===== src/rtl/pixel_compositor.sv =====
// pixel_compositor -- final VGA output stage.
//
// Delays blank/hsync/vsync by SYNC_DLY cycles and overlays NUM_CURSORS
// crosshairs on a pixel chosen from live video, a stored R3:G3:B2 frame or
// black. The source only switches on a vsync_out falling edge, so a frame is
// never split between two sources. Output frames are counted in frame_count.
//
// Ports:
//   clk, reset_n         pixel clock, asynchronous active-low reset
//   video_rgb            live pixel, already SYNC_DLY-1 cycles behind hcount
//   frame_rgb8           stored pixel R3:G3:B2, aligned with video_rgb
//   in_display           stored-frame area flag, aligned with video_rgb
//   hcount, vcount       raster position (undelayed)
//   blank, hsync, vsync  raster controls (blank high, syncs low active)
//   src_sel_req          0 live, 1 stored, 2/3 black
//   cursor_en/x/y/color  packed per-cursor controls, cursor k at [k*W +: W]
//   pixel_out            registered output pixel
//   blank_out/hsync_out/vsync_out  controls delayed SYNC_DLY cycles
//   src_active           source currently applied
//   frame_count          vsync_out falling edges since reset (wraps)
//
// Build option: define PIXEL_COMPOSITOR_CURSOR_INVERT_EN to make cursor hits
// invert the base pixel instead of adding the cursor colour.

module pixel_compositor #(
  parameter int PIX_W       = 24,
  parameter int NUM_CURSORS = 2,
  parameter int SYNC_DLY    = 44,
  parameter int HW          = 11,
  parameter int VW          = 10
) (
  input  logic                         clk,
  input  logic                         reset_n,
  input  logic [PIX_W-1:0]             video_rgb,
  input  logic [7:0]                   frame_rgb8,
  input  logic [HW-1:0]                hcount,
  input  logic [VW-1:0]                vcount,
  input  logic                         blank,
  input  logic                         hsync,
  input  logic                         vsync,
  input  logic                         in_display,
  input  logic [1:0]                   src_sel_req,
  input  logic [NUM_CURSORS-1:0]       cursor_en,
  input  logic [NUM_CURSORS*HW-1:0]    cursor_x,
  input  logic [NUM_CURSORS*VW-1:0]    cursor_y,
  input  logic [NUM_CURSORS*PIX_W-1:0] cursor_color,
  output logic [PIX_W-1:0]             pixel_out,
  output logic                         blank_out,
  output logic                         hsync_out,
  output logic                         vsync_out,
  output logic [1:0]                   src_active,
  output logic [15:0]                  frame_count
);

  localparam int CW = PIX_W / 3;     // bits per colour channel
  localparam int HD = SYNC_DLY - 1;  // cursor-hit pipeline depth

  typedef enum logic {
    ST_STABLE  = 1'b0,
    ST_PENDING = 1'b1
  } state_t;

  // ---------------------------------------------------------------------
  // Delay lines. Bit 0 is the newest sample; the MSB drives the outputs.
  // ---------------------------------------------------------------------
  logic [SYNC_DLY-1:0]    blank_dly_q, blank_dly_d;
  logic [SYNC_DLY-1:0]    hsync_dly_q, hsync_dly_d;
  logic [SYNC_DLY-1:0]    vsync_dly_q, vsync_dly_d;
  logic [NUM_CURSORS-1:0] hit_now;
  logic [NUM_CURSORS-1:0] hit_dly_q [HD];
  logic [NUM_CURSORS-1:0] hit_dly_d [HD];

  always_comb begin
    blank_dly_d = {blank_dly_q[SYNC_DLY-2:0], blank};
    hsync_dly_d = {hsync_dly_q[SYNC_DLY-2:0], hsync};
    vsync_dly_d = {vsync_dly_q[SYNC_DLY-2:0], vsync};

    hit_now = '0;
    for (int k = 0; k < NUM_CURSORS; k++) begin
      hit_now[k] = cursor_en[k] &&
                   ((hcount == cursor_x[k*HW +: HW]) ||
                    (vcount == cursor_y[k*VW +: VW]));
    end

    hit_dly_d[0] = hit_now;
    for (int i = 1; i < HD; i++) begin
      hit_dly_d[i] = hit_dly_q[i-1];
    end
  end

  // Hits and blank as seen by the output register: the last hit stage lines
  // up with video_rgb, and the second-to-last blank stage is the value that
  // blank_out takes on the same edge as pixel_out.
  logic [NUM_CURSORS-1:0] hit_al;
  logic                   blank_al;

  assign hit_al   = hit_dly_q[HD-1];
  assign blank_al = blank_dly_q[SYNC_DLY-2];

  // ---------------------------------------------------------------------
  // Pixel datapath
  // ---------------------------------------------------------------------
  // Repeat the short field MSB-first until the channel is full, so 3'b111
  // maps to all-ones and 3'b000 to zero.
  function automatic logic [CW-1:0] rep3(input logic [2:0] v);
    logic [CW-1:0] r;
    r = '0;
    for (int i = 0; i < CW; i++) r[CW-1-i] = v[2-(i%3)];
    return r;
  endfunction

  function automatic logic [CW-1:0] rep2(input logic [1:0] v);
    logic [CW-1:0] r;
    r = '0;
    for (int i = 0; i < CW; i++) r[CW-1-i] = v[1-(i%2)];
    return r;
  endfunction

  logic [1:0]       src_active_q, src_active_d;
  logic [PIX_W-1:0] pixel_q, pixel_d;
  logic [PIX_W-1:0] base;
  logic [PIX_W-1:0] overlay;

  always_comb begin
    case (src_active_q)
      2'd0:    base = video_rgb;
      2'd1:    base = in_display ? {rep3(frame_rgb8[7:5]),
                                    rep3(frame_rgb8[4:2]),
                                    rep2(frame_rgb8[1:0])} : '1;
      default: base = '0;
    endcase
  end

`ifdef PIXEL_COMPOSITOR_CURSOR_INVERT_EN
  // Any number of hits gives one inversion; cursor colours play no part.
  assign overlay = (|hit_al) ? ~base : base;
`else
  // One extra bit catches the carry; clamping after every addition gives the
  // same result as clamping the full sum because the sum only grows.
  always_comb begin
    logic [CW:0] acc;
    overlay = base;
    acc     = '0;
    for (int c = 0; c < 3; c++) begin
      acc = {1'b0, base[c*CW +: CW]};
      for (int k = 0; k < NUM_CURSORS; k++) begin
        if (hit_al[k]) begin
          acc = acc + {1'b0, cursor_color[k*PIX_W + c*CW +: CW]};
          if (acc[CW]) acc = {1'b0, {CW{1'b1}}};
        end
      end
      overlay[c*CW +: CW] = acc[CW-1:0];
    end
  end
`endif

  assign pixel_d = blank_al ? '0 : overlay;

  // ---------------------------------------------------------------------
  // Source-switch FSM and frame counter
  // ---------------------------------------------------------------------
  state_t      state_q, state_d;
  logic [1:0]  pend_src_q, pend_src_d;
  logic        vs_prev_q;
  logic        vs_fall;
  logic [15:0] frame_count_q, frame_count_d;

  // vs_prev_q resets to 1 like the delay line, so release gives no edge.
  assign vs_fall = vs_prev_q & ~vsync_dly_q[SYNC_DLY-1];

  always_comb begin
    state_d       = state_q;
    src_active_d  = src_active_q;
    pend_src_d    = pend_src_q;
    frame_count_d = frame_count_q;

    if (vs_fall) frame_count_d = frame_count_q + 16'd1;

    case (state_q)
      ST_STABLE: begin
        if (src_sel_req != src_active_q) begin
          pend_src_d = src_sel_req;
          state_d    = ST_PENDING;
        end
      end
      ST_PENDING: begin
        // pend_src tracks the request every cycle, so the last value wins.
        pend_src_d = src_sel_req;
        if (src_sel_req == src_active_q) begin
          state_d = ST_STABLE;
        end else if (vs_fall) begin
          src_active_d = pend_src_q;
          state_d      = ST_STABLE;
        end
      end
      default: state_d = ST_STABLE;
    endcase
  end

  // ---------------------------------------------------------------------
  // Registers
  // ---------------------------------------------------------------------
  always_ff @(posedge clk or negedge reset_n) begin
    if (!reset_n) begin
      blank_dly_q   <= '1;
      hsync_dly_q   <= '1;
      vsync_dly_q   <= '1;
      for (int i = 0; i < HD; i++) hit_dly_q[i] <= '0;
      pixel_q       <= '0;
      state_q       <= ST_STABLE;
      src_active_q  <= 2'd0;
      pend_src_q    <= 2'd0;
      vs_prev_q     <= 1'b1;
      frame_count_q <= '0;
    end else begin
      blank_dly_q   <= blank_dly_d;
      hsync_dly_q   <= hsync_dly_d;
      vsync_dly_q   <= vsync_dly_d;
      for (int i = 0; i < HD; i++) hit_dly_q[i] <= hit_dly_d[i];
      pixel_q       <= pixel_d;
      state_q       <= state_d;
      src_active_q  <= src_active_d;
      pend_src_q    <= pend_src_d;
      vs_prev_q     <= vsync_dly_q[SYNC_DLY-1];
      frame_count_q <= frame_count_d;
    end
  end

  assign pixel_out   = pixel_q;
  assign blank_out   = blank_dly_q[SYNC_DLY-1];
  assign hsync_out   = hsync_dly_q[SYNC_DLY-1];
  assign vsync_out   = vsync_dly_q[SYNC_DLY-1];
  assign src_active  = src_active_q;
  assign frame_count = frame_count_q;

endmodule


===== config.mk =====
export PLATFORM = sky130hd
export DESIGN_NAME = pixel_compositor
export DESIGN_NICKNAME = d
export VERILOG_FILES = /design/src/rtl/pixel_compositor.sv
export SDC_FILE = /design/constraint.sdc
export NUM_CORES = 1
export LEC_CHECK = 0
export CORE_UTILIZATION = 51
export CTS_CLUSTER_DIAMETER = 50
export DETAILED_ROUTE_END_ITERATION = 10
export GPL_TIMING_DRIVEN = 1
export PLACE_DENSITY = 0.82
export SLEW_MARGIN = 20
export SYNTH_ARGS = -nofsm -noshare
export SYNTH_HDL_FRONTEND = slang
export SYNTH_SLANG_ARGS = --single-unit

===== constraint.sdc =====
create_clock -name clk -period 5.65 [get_ports clk]
set_input_delay 1.4125 -clock clk [delete_from_list [all_inputs] [get_ports clk]]
set_output_delay 1.4125 -clock clk [all_outputs]
set_load 0.02 [all_outputs]

==> impl_metrics.env <==
export IMPL_worstPathArrival_ns=5.67
export IMPL_synthArstFlopShare=1.00
export IMPL_ios=198
export IMPL_crit_family="compound AO/OA/AOI/OAI gates"
export IMPL_cts_tree="yes"
export IMPL_layout_nets=1228
export IMPL_synthCells=790
export IMPL_setup_slack_ns=0.385
export IMPL_slowest_stage="clkdlybuf4s50_1"
export IMPL_final_setup_viol_count=0
export IMPL_ys_seq_area_frac=0.641
export IMPL_diodes=0
export IMPL_fin_worst_skew_ns=0.0186
export IMPL_worst_ep_required_time_ns=6.06
export IMPL_h_tree_depth=1
export IMPL_synth_warnings=0
export IMPL_initial_core_util=0.521
export IMPL_route_detailed_drc=0
export IMPL_power_leakage_uw=0.00611
export IMPL_place_ws_ns=-0.0346
export IMPL_post_route_period_util=0.932
export IMPL_fp_coreArea_um2=20300
export IMPL_final_util=0.686
export IMPL_synthMuxAreaShare=0.0111
export IMPL_dp_hpwl_um=15500
export IMPL_endpoint_kind="register"
export IMPL_clk_latency_ns=0.53
export IMPL_wl_um=22500
export IMPL_synth_cell_type_count=62
export IMPL_synth_main_ff_cell="dfstp_2"
export IMPL_report_final_hold_viol_count=0
export IMPL_r2r_start="src_active[1]"
export IMPL_grt_pass1_wl_um=37300
export IMPL_synth_simple_gate_area_share=0.0774
export IMPL_row_count=52
export IMPL_cp_startpoint="in_display"
export IMPL_dieArea_um2=21300
export IMPL_cts_root_buf="clkbuf_16"
export IMPL_ys_ff_latch=264
export IMPL_outcome="completed"
export IMPL_cts_hold_buf=0
export IMPL_via_per_inst=5.25
export IMPL_path_buf_inv=5
export IMPL_final_cell_mix="196 x clkdlybuf4s50_1, 133 x dfstp_2, 131 x dfrtp_1"
export IMPL_synth_fa_ha_area_frac=0.0694
export IMPL_syn_nets=998
export IMPL_die_height_um=146
export IMPL_numCtsBuffers=27
export IMPL_grt_max_degree=131
export IMPL_synth_compound_area_frac=0.116
export IMPL_clk_pin_slew_ns=0.06
export IMPL_numPortBuffers=197
export IMPL_min_period_ns=5.27
export IMPL_synth_top_family_by_area="compound AO/OA/AOI/OAI gates"
export IMPL_hold_slack_ns=0.335
export IMPL_syn_area_per_cell_um2=13.4
export IMPL_areaGrowthSynthToFinish_pct=31.7
export IMPL_holdCritStartpoint="hit_dly_d[45]"
export IMPL_grt_overflow=0
export IMPL_dr_pass1_iters=6
export IMPL_startpoint_type="input pin"
export IMPL_fillerInstances=1460
export IMPL_via_count=6887
export IMPL_drive_gt1_frac=0.210
export IMPL_peakVddDrop_v=0.000218
export IMPL_track_usage=0.220
export IMPL_grt_pass1_vias=7309
export IMPL_slew_violations=0
export IMPL_synth_xor_area_share=0.0696
export IMPL_slew_headroom=0.382
export IMPL_slowest_delay_ns=0.46
export IMPL_cp_max_fo=4
export IMPL_gpl_final_weighted_congestion=0.978
export IMPL_synth_edf_count=0
export IMPL_finalPower_uw=4920
export IMPL_antenna_found_initial=0
export IMPL_dpl_cell_area_um2=13000
export IMPL_p_per_area_nw_per_um2=353
export IMPL_drt_iter0_markers=311
export IMPL_final_common_cell="clkdlybuf4s50_1"
export IMPL_cts_resized=0
export IMPL_max_cap_violations=0
export IMPL_rsz0062_at_grt="false"
export IMPL_hold_class="register to register"
export IMPL_max_clock_path_buffers=3
export IMPL_crit_type="input pin to register"
export IMPL_routedWlPerCell_um=17.2
export IMPL_ant_nets=0
export IMPL_max_clock_freq_mhz=190
export IMPL_clkSinkCount=264
export IMPL_fp_dieW_um=146
export IMPL_crit_chain="clkdlybuf4s50_1 -> nand2_1 -> buf_4 -> o21ba_2 -> o21a_1 -> ha_1 -> inv_1 -> fa_1 -> nor2b_1 -> o31a_1 -> o31ai_2 -> a2bb2oi_1 -> ha_1 -> inv_1 -> fa_1 -> nor2b_1 -> o31a_1 -> o311ai_1 -> nand4b_1 -> buf_4 -> o221a_2"
export IMPL_post_cts_buffers=0
export IMPL_synthesis_area_um2=10600
export IMPL_final_cell_area_um2=13900
export IMPL_worst_pin_slew_ns=0.927
-- final cells by class --
| type | count | area [um2] | area share |
|---|---|---|---|
| inverters | 31 | 116 | 0.00836 |
| multi-input cells | 482 | 3630 | 0.261 |
| clock inverters | 16 | 224 | 0.0161 |
| flip-flops and latches | 264 | 6770 | 0.487 |
| repair buffers | 214 | 2100 | 0.151 |
| clock buffers | 34 | 732 | 0.0526 |
| well taps | 270 | 338 | 0.0243 |
-- flip-flops by register name, summed over array words and instances, names as in the netlist --
register,cells
blank_dly_q,44
pixel_out,24
frame_count,16
pend_src_q,2
hit_al,2
state_q,1
hit_dly_d,84
hsync_dly_q,44
vsync_dly_q,44
vs_prev_q,1
src_active,2
-- synthesized netlist by cell type, drive strengths merged, types with 4 or more instances --
library cell / n / area (um2)
buf: 4 / 16.3
o211ai: 5 / 37.5
dfstp: 133 / 3490
and3: 5 / 31.3
a2bb2oi: 4 / 35.0
mux2i: 5 / 50.1
nor2b: 11 / 68.8
mux2: 6 / 67.6
o221ai: 4 / 35.0
dfrtp: 131 / 3280
nand2b: 9 / 56.3
o221a: 8 / 90.1
o31a: 5 / 43.8
nand4: 6 / 37.5
o21ai: 18 / 90.1
a21o: 12 / 90.1
nand3: 14 / 70.1
clkbuf: 9 / 33.8
ha: 49 / 613
fa: 6 / 120
nor3: 11 / 55.1
o22a: 5 / 43.8
inv: 31 / 116
xor2: 54 / 473
o21ba: 5 / 50.1
o21bai: 4 / 30.0
o21a: 35 / 263
nand2: 27 / 101
a21oi: 26 / 134
a211oi: 8 / 60.1
o22ai: 4 / 25.0
nor2: 62 / 233
nor4: 9 / 56.3
xnor2: 30 / 263
-- logic make-up after synthesis --
family                   Yosys count
AO/OA/AOI/OAI                    163
XOR/XNOR                          84
adder cells (fa/ha/maj)           55
buffers and inverters             44
flip-flops                       264
multiplexers                      11
AND/OR/NAND/NOR                  169
-- stage by stage --
stage | instances | setup TNS, ns
after global placement | 1261 | 0
after detailed placement | 1261 | -0.118
after CTS | 1311 | 0
final | 1311 | 0
after floorplan | 790 | 0
after global routing | 1311 | 0
-- per-layer routing --
metal / global-route usage / up-vias / share of wire
met5: 0 / - / 0
met4: 0.0568 / 0 / 0.020
met3: 0.0429 / 35 / 0.069
met2: 0.376 / 281 / 0.49
met1: 0.290 / 3354 / 0.42
li1: - / 3217 / -
-- power breakdown --
part | switching, uW | total (uW) | internal, uW
clock | 738 | 1860 | 1120
combinational | 521 | 1010 | 486
sequential | 42.0 | 2050 | 2010
-- worst reg2reg max path, delay by kind of cell, from the launching register on --
kind	cells	cell delay, ns
adders and majority gates	3	1.06
buffers and inverters	4	0.52
and+or+nand+nor	4	0.64
AOI/OAI and AO/OA	8	1.58
DFF	1	0.58
-- final timing paths --
check | slack, ns | endpoint | depth (start not counted)
hold reg to reg | 0.34 | hit_dly_d[43] | 0
hold / removal | 0.34 | hit_dly_d[43] | 0
setup reg to reg | 1.17 | pixel_out[18] | 19
setup / recovery | 0.38 | pixel_out[23] | 21
min in group asynchronous | 0.96 | frame_count[7] | 1
max in group asynchronous | 3.44 | hit_dly_d[1] | 2
No activity file was read; power rests on OpenSTA's default activity.
==> RTL change 1: new RTL, config.mk and constraints unchanged <==
Build with the macro `PIXEL_COMPOSITOR_CURSOR_INVERT_EN` defined.
--- a/src/rtl/pixel_compositor.sv
+++ b/src/rtl/pixel_compositor.sv
@@ -21,6 +21,8 @@
 //
 // Build option: define PIXEL_COMPOSITOR_CURSOR_INVERT_EN to make cursor hits
 // invert the base pixel instead of adding the cursor colour.
+
+`define PIXEL_COMPOSITOR_CURSOR_INVERT_EN
 
 module pixel_compositor #(
   parameter int PIX_W       = 24,
Behaviour: same outputs for any inputs over 10 cycles, from zero or initial values and one cycle with reset_n low; that may be too few to reach the edited logic, so the function may still have changed.
==> RTL change 1 against the unedited design <==
Area after synthesis is 22% lower; wire length fell by 40%; final cell count shrank 34%; sequential cell count did not move; clock skew grew 0.0038 ns; setup slack improved by 2.1 ns; final area decreased by 22%; largest cell class unchanged.
Power is not compared: it rests on default switching activity, and its combinational part moved more than twofold at a synthesized area within 25%.
==> RTL change 1: results (changes against the unedited design) <==
metric;value;unit;change
outcome;complete, no violations;;
Skew-Pair Late Insertion Delay;0.51;ns;-0.02 ns
Max Freq;311;MHz;+64%
crit-path max cell delay;0.71;ns;+0.25 ns
R2R setup slack;3.75;ns;+2.58 ns
Crit Reg-Reg Startpoint;vs_prev_q$_DFF_PN1_;;
CP startpoint;src_active[1]$_DFFE_PN0P_;;
first-pass GRT wire length;21200;microns;-43%
CP max FO;9;;+5
Synth Area in Compound Gates;0.0205;;-0.0954
layout cell share with drive strength beyond 1;0.297;;+0.0863
Total GRT Usage;0.166;;-0.0546
Synth area leaders;dfstp_2, dfrtp_1, xnor2_1;;
CP top delay family;buffers and inverters;;
Worst slew margin;0.523;;+0.141
post-synthesis xor/xnor area fraction;0.0877;;+0.0181
FF-to-FF path depth;4;;-15
GP Congestion;0.843;;-14%
clk_skew;0.0224;ns;+0.00383 ns
Worst Hold Launch;hit_dly_d[24]$_DFF_PN0_;;
Final nets;790;;-36%
WL final;13500;microns;-40%
Hold EP;hit_dly_d[22]$_DFF_PN0_;;
vias per inst;4.75;;-9.6%
Hold Slack;0.330;ns;-0.00530 ns
drt first-iter violations;182;;-41%
synth cell count leaders;dfstp_2, dfrtp_1, xnor2_1, nor2_1, xor2_1;;
r2r endpoint;frame_count[7]$_DFFE_PN0N_;;
post-synthesis cell type count;33;;-47%
pre-CTS setup slack;2.68;ns;+2.72 ns
TritonRoute pass-1 iters;4;;-2
Buffers on Ports;149;;-24%
vias in the first global route;4322;;-41%
CTS Buf Count;24;;-11%
DP HPWL;8090;microns;-48%
flip-flop count of the largest register after layout;84;;unchanged
## RTL change 1: through the flow
step                      total power [W]  std cells
after global placement            0.00243        825
after global routing              0.00422        870
after CTS                         0.00412        869
final                             0.00407        870
after floorplan                   0.00226        469
after detailed placement          0.00245        825
## RTL change 1: metal layers
layer / track usage / wire length [microns] / share of wire
met1: 0.202 / 5570 / 0.41
met3: 0.0322 / 898 / 0.066
met5: 0 / 0 / 0
met4: 0.0506 / 286 / 0.021
met2: 0.300 / 6780 / 0.50
## RTL change 1: how the worst max path moves through the flow
stage,to,cells past startpoint
final,src_active[1],1
after global routing,src_active[1],1
after CTS,src_active[0],1
after detailed placement,pixel_out[19]$_DFF_PN0_,5
after global placement,pixel_out[22]$_DFF_PN0_,5
after floorplan,pend_src_q[0]$_DFFE_PN0P_,4
## RTL change 1: area by class of cell
cell class	instances	area, sq um
well taps	216	270
multi-input cells	194	1430
fillers	982	5040
flip-flops and latches	264	6770
repair buffers	152	1550
clock buffers	30	663
clock inverters	14	156
==> RTL change 2: new RTL, config.mk and constraints unchanged <==
Made on the original files. Reset style: synchronous (`reset_n`), changed in one clocked block. Comments in the files are not updated.
--- a/src/rtl/pixel_compositor.sv
+++ b/src/rtl/pixel_compositor.sv
@@ -200,7 +200,7 @@
   // ---------------------------------------------------------------------
   // Registers
   // ---------------------------------------------------------------------
-  always_ff @(posedge clk or negedge reset_n) begin
+  always_ff @(posedge clk) begin
     if (!reset_n) begin
       blank_dly_q   <= '1;
       hsync_dly_q   <= '1;
Check against the original RTL: same outputs for any inputs over 10 cycles, from zero or initial values and one cycle with reset_n low; that may be too few to reach the edited logic, so the function may still have changed.
==> RTL change 2 against the unedited design <==
Register-to-register slack worse by 0.05 ns; wire length rose by 0.24%; largest cell class unchanged; synthesized cell count rose by 36%; via count rose by 15%; area after synthesis is 1.8% higher; maximum frequency increased by 0.29%; clock skew decreased by 0.0096 ns; setup slack gained 0.015 ns; sequential cell count unchanged; final area grew 0.14%.
Power is not compared: it rests on default switching activity, and its combinational part moved more than twofold at a synthesized area within 25%.
==> RTL change 2: results (changes against the unedited design) <==
metric;value;unit;change
M2 GR Usage;0.370;;-0.00532
multi-input logic area;0.00520;sq mm;+43%
Hold EP;blank_dly_q[37]$_SDFF_PN1_;;
CLK BUF;33;;-2.9%
Seq/total area;0.379;;-0.107
post-synthesis cell type count;64;;+3.2%
drt first-iter violations;314;;+0.96%
synth cell count leaders;dfxtp_1, nand2b_1, and2_1, nor2_1, xor2_1;;
layout cell share with drive strength beyond 1;0.0690;;-0.141
clk_skew;0.00900;ns;-0.00962 ns
Area Overhead vs Synth;29.6;%;
comb_multi_in;738;;+53%
first-pass GRT wire length;37600;microns;+0.81%
Worst Setup EP;pixel_out[9]$_SDFF_PP0_;;
FFs & Latches;264;;unchanged
Worst-Margin Slew;0.752;ns;-0.175 ns
Net Count, Synth;1280;;+28%
sequential element share of the synthesized area;0.491;;-0.149
R2R setup slack;1.12;ns;-0.05 ns
Fillers;1629;;+12%
outcome;complete, no violations;;
Area after DPL;0.0130;sq mm;+0.34%
crit path time final;5.25;ns;-0.0155 ns
WL met3;1470;microns;-4.9%
CTS Buf Count;28;;+3.7%
RTL change 2: cell types whose count changed in the layout (fill, tap and decap cells not counted), sizes merged, moves of 9 or more:
cell | before | now
nand2b | 9 | 145
dfxtp | 0 | 264
dfrtp | 131 | 0
a21oi | 26 | 36
o21a | 35 | 26
o21ai | 18 | 30
dfstp | 133 | 0
nor3 | 11 | 22
and2 | 3 | 98
RTL change 2: logic make-up (layout without fill, tap and decap cells):
group	count (synthesis)	after routing	synth area share
AOI/OAI and AO/OA	180	180	0.122
buffers and inverters	70	288	0.0254
DFF	264	264	0.491
and+or+nand+nor	413	413	0.219
xor gates and xnor gates	83	83	0.0676
muxes	7	7	0.00651
adders and majority gates	55	55	0.0682
RTL change 2: where the power goes:
group | internal, W | switching (W) | total [W] | leakage (nW)
clock network | 0.00103 | 0.000758 | 0.00179 | 0.451
logic | 0.000229 | 0.000213 | 0.000442 | 2.87
registers | 0.00187 | 0.00000129 | 0.00187 | 2.13
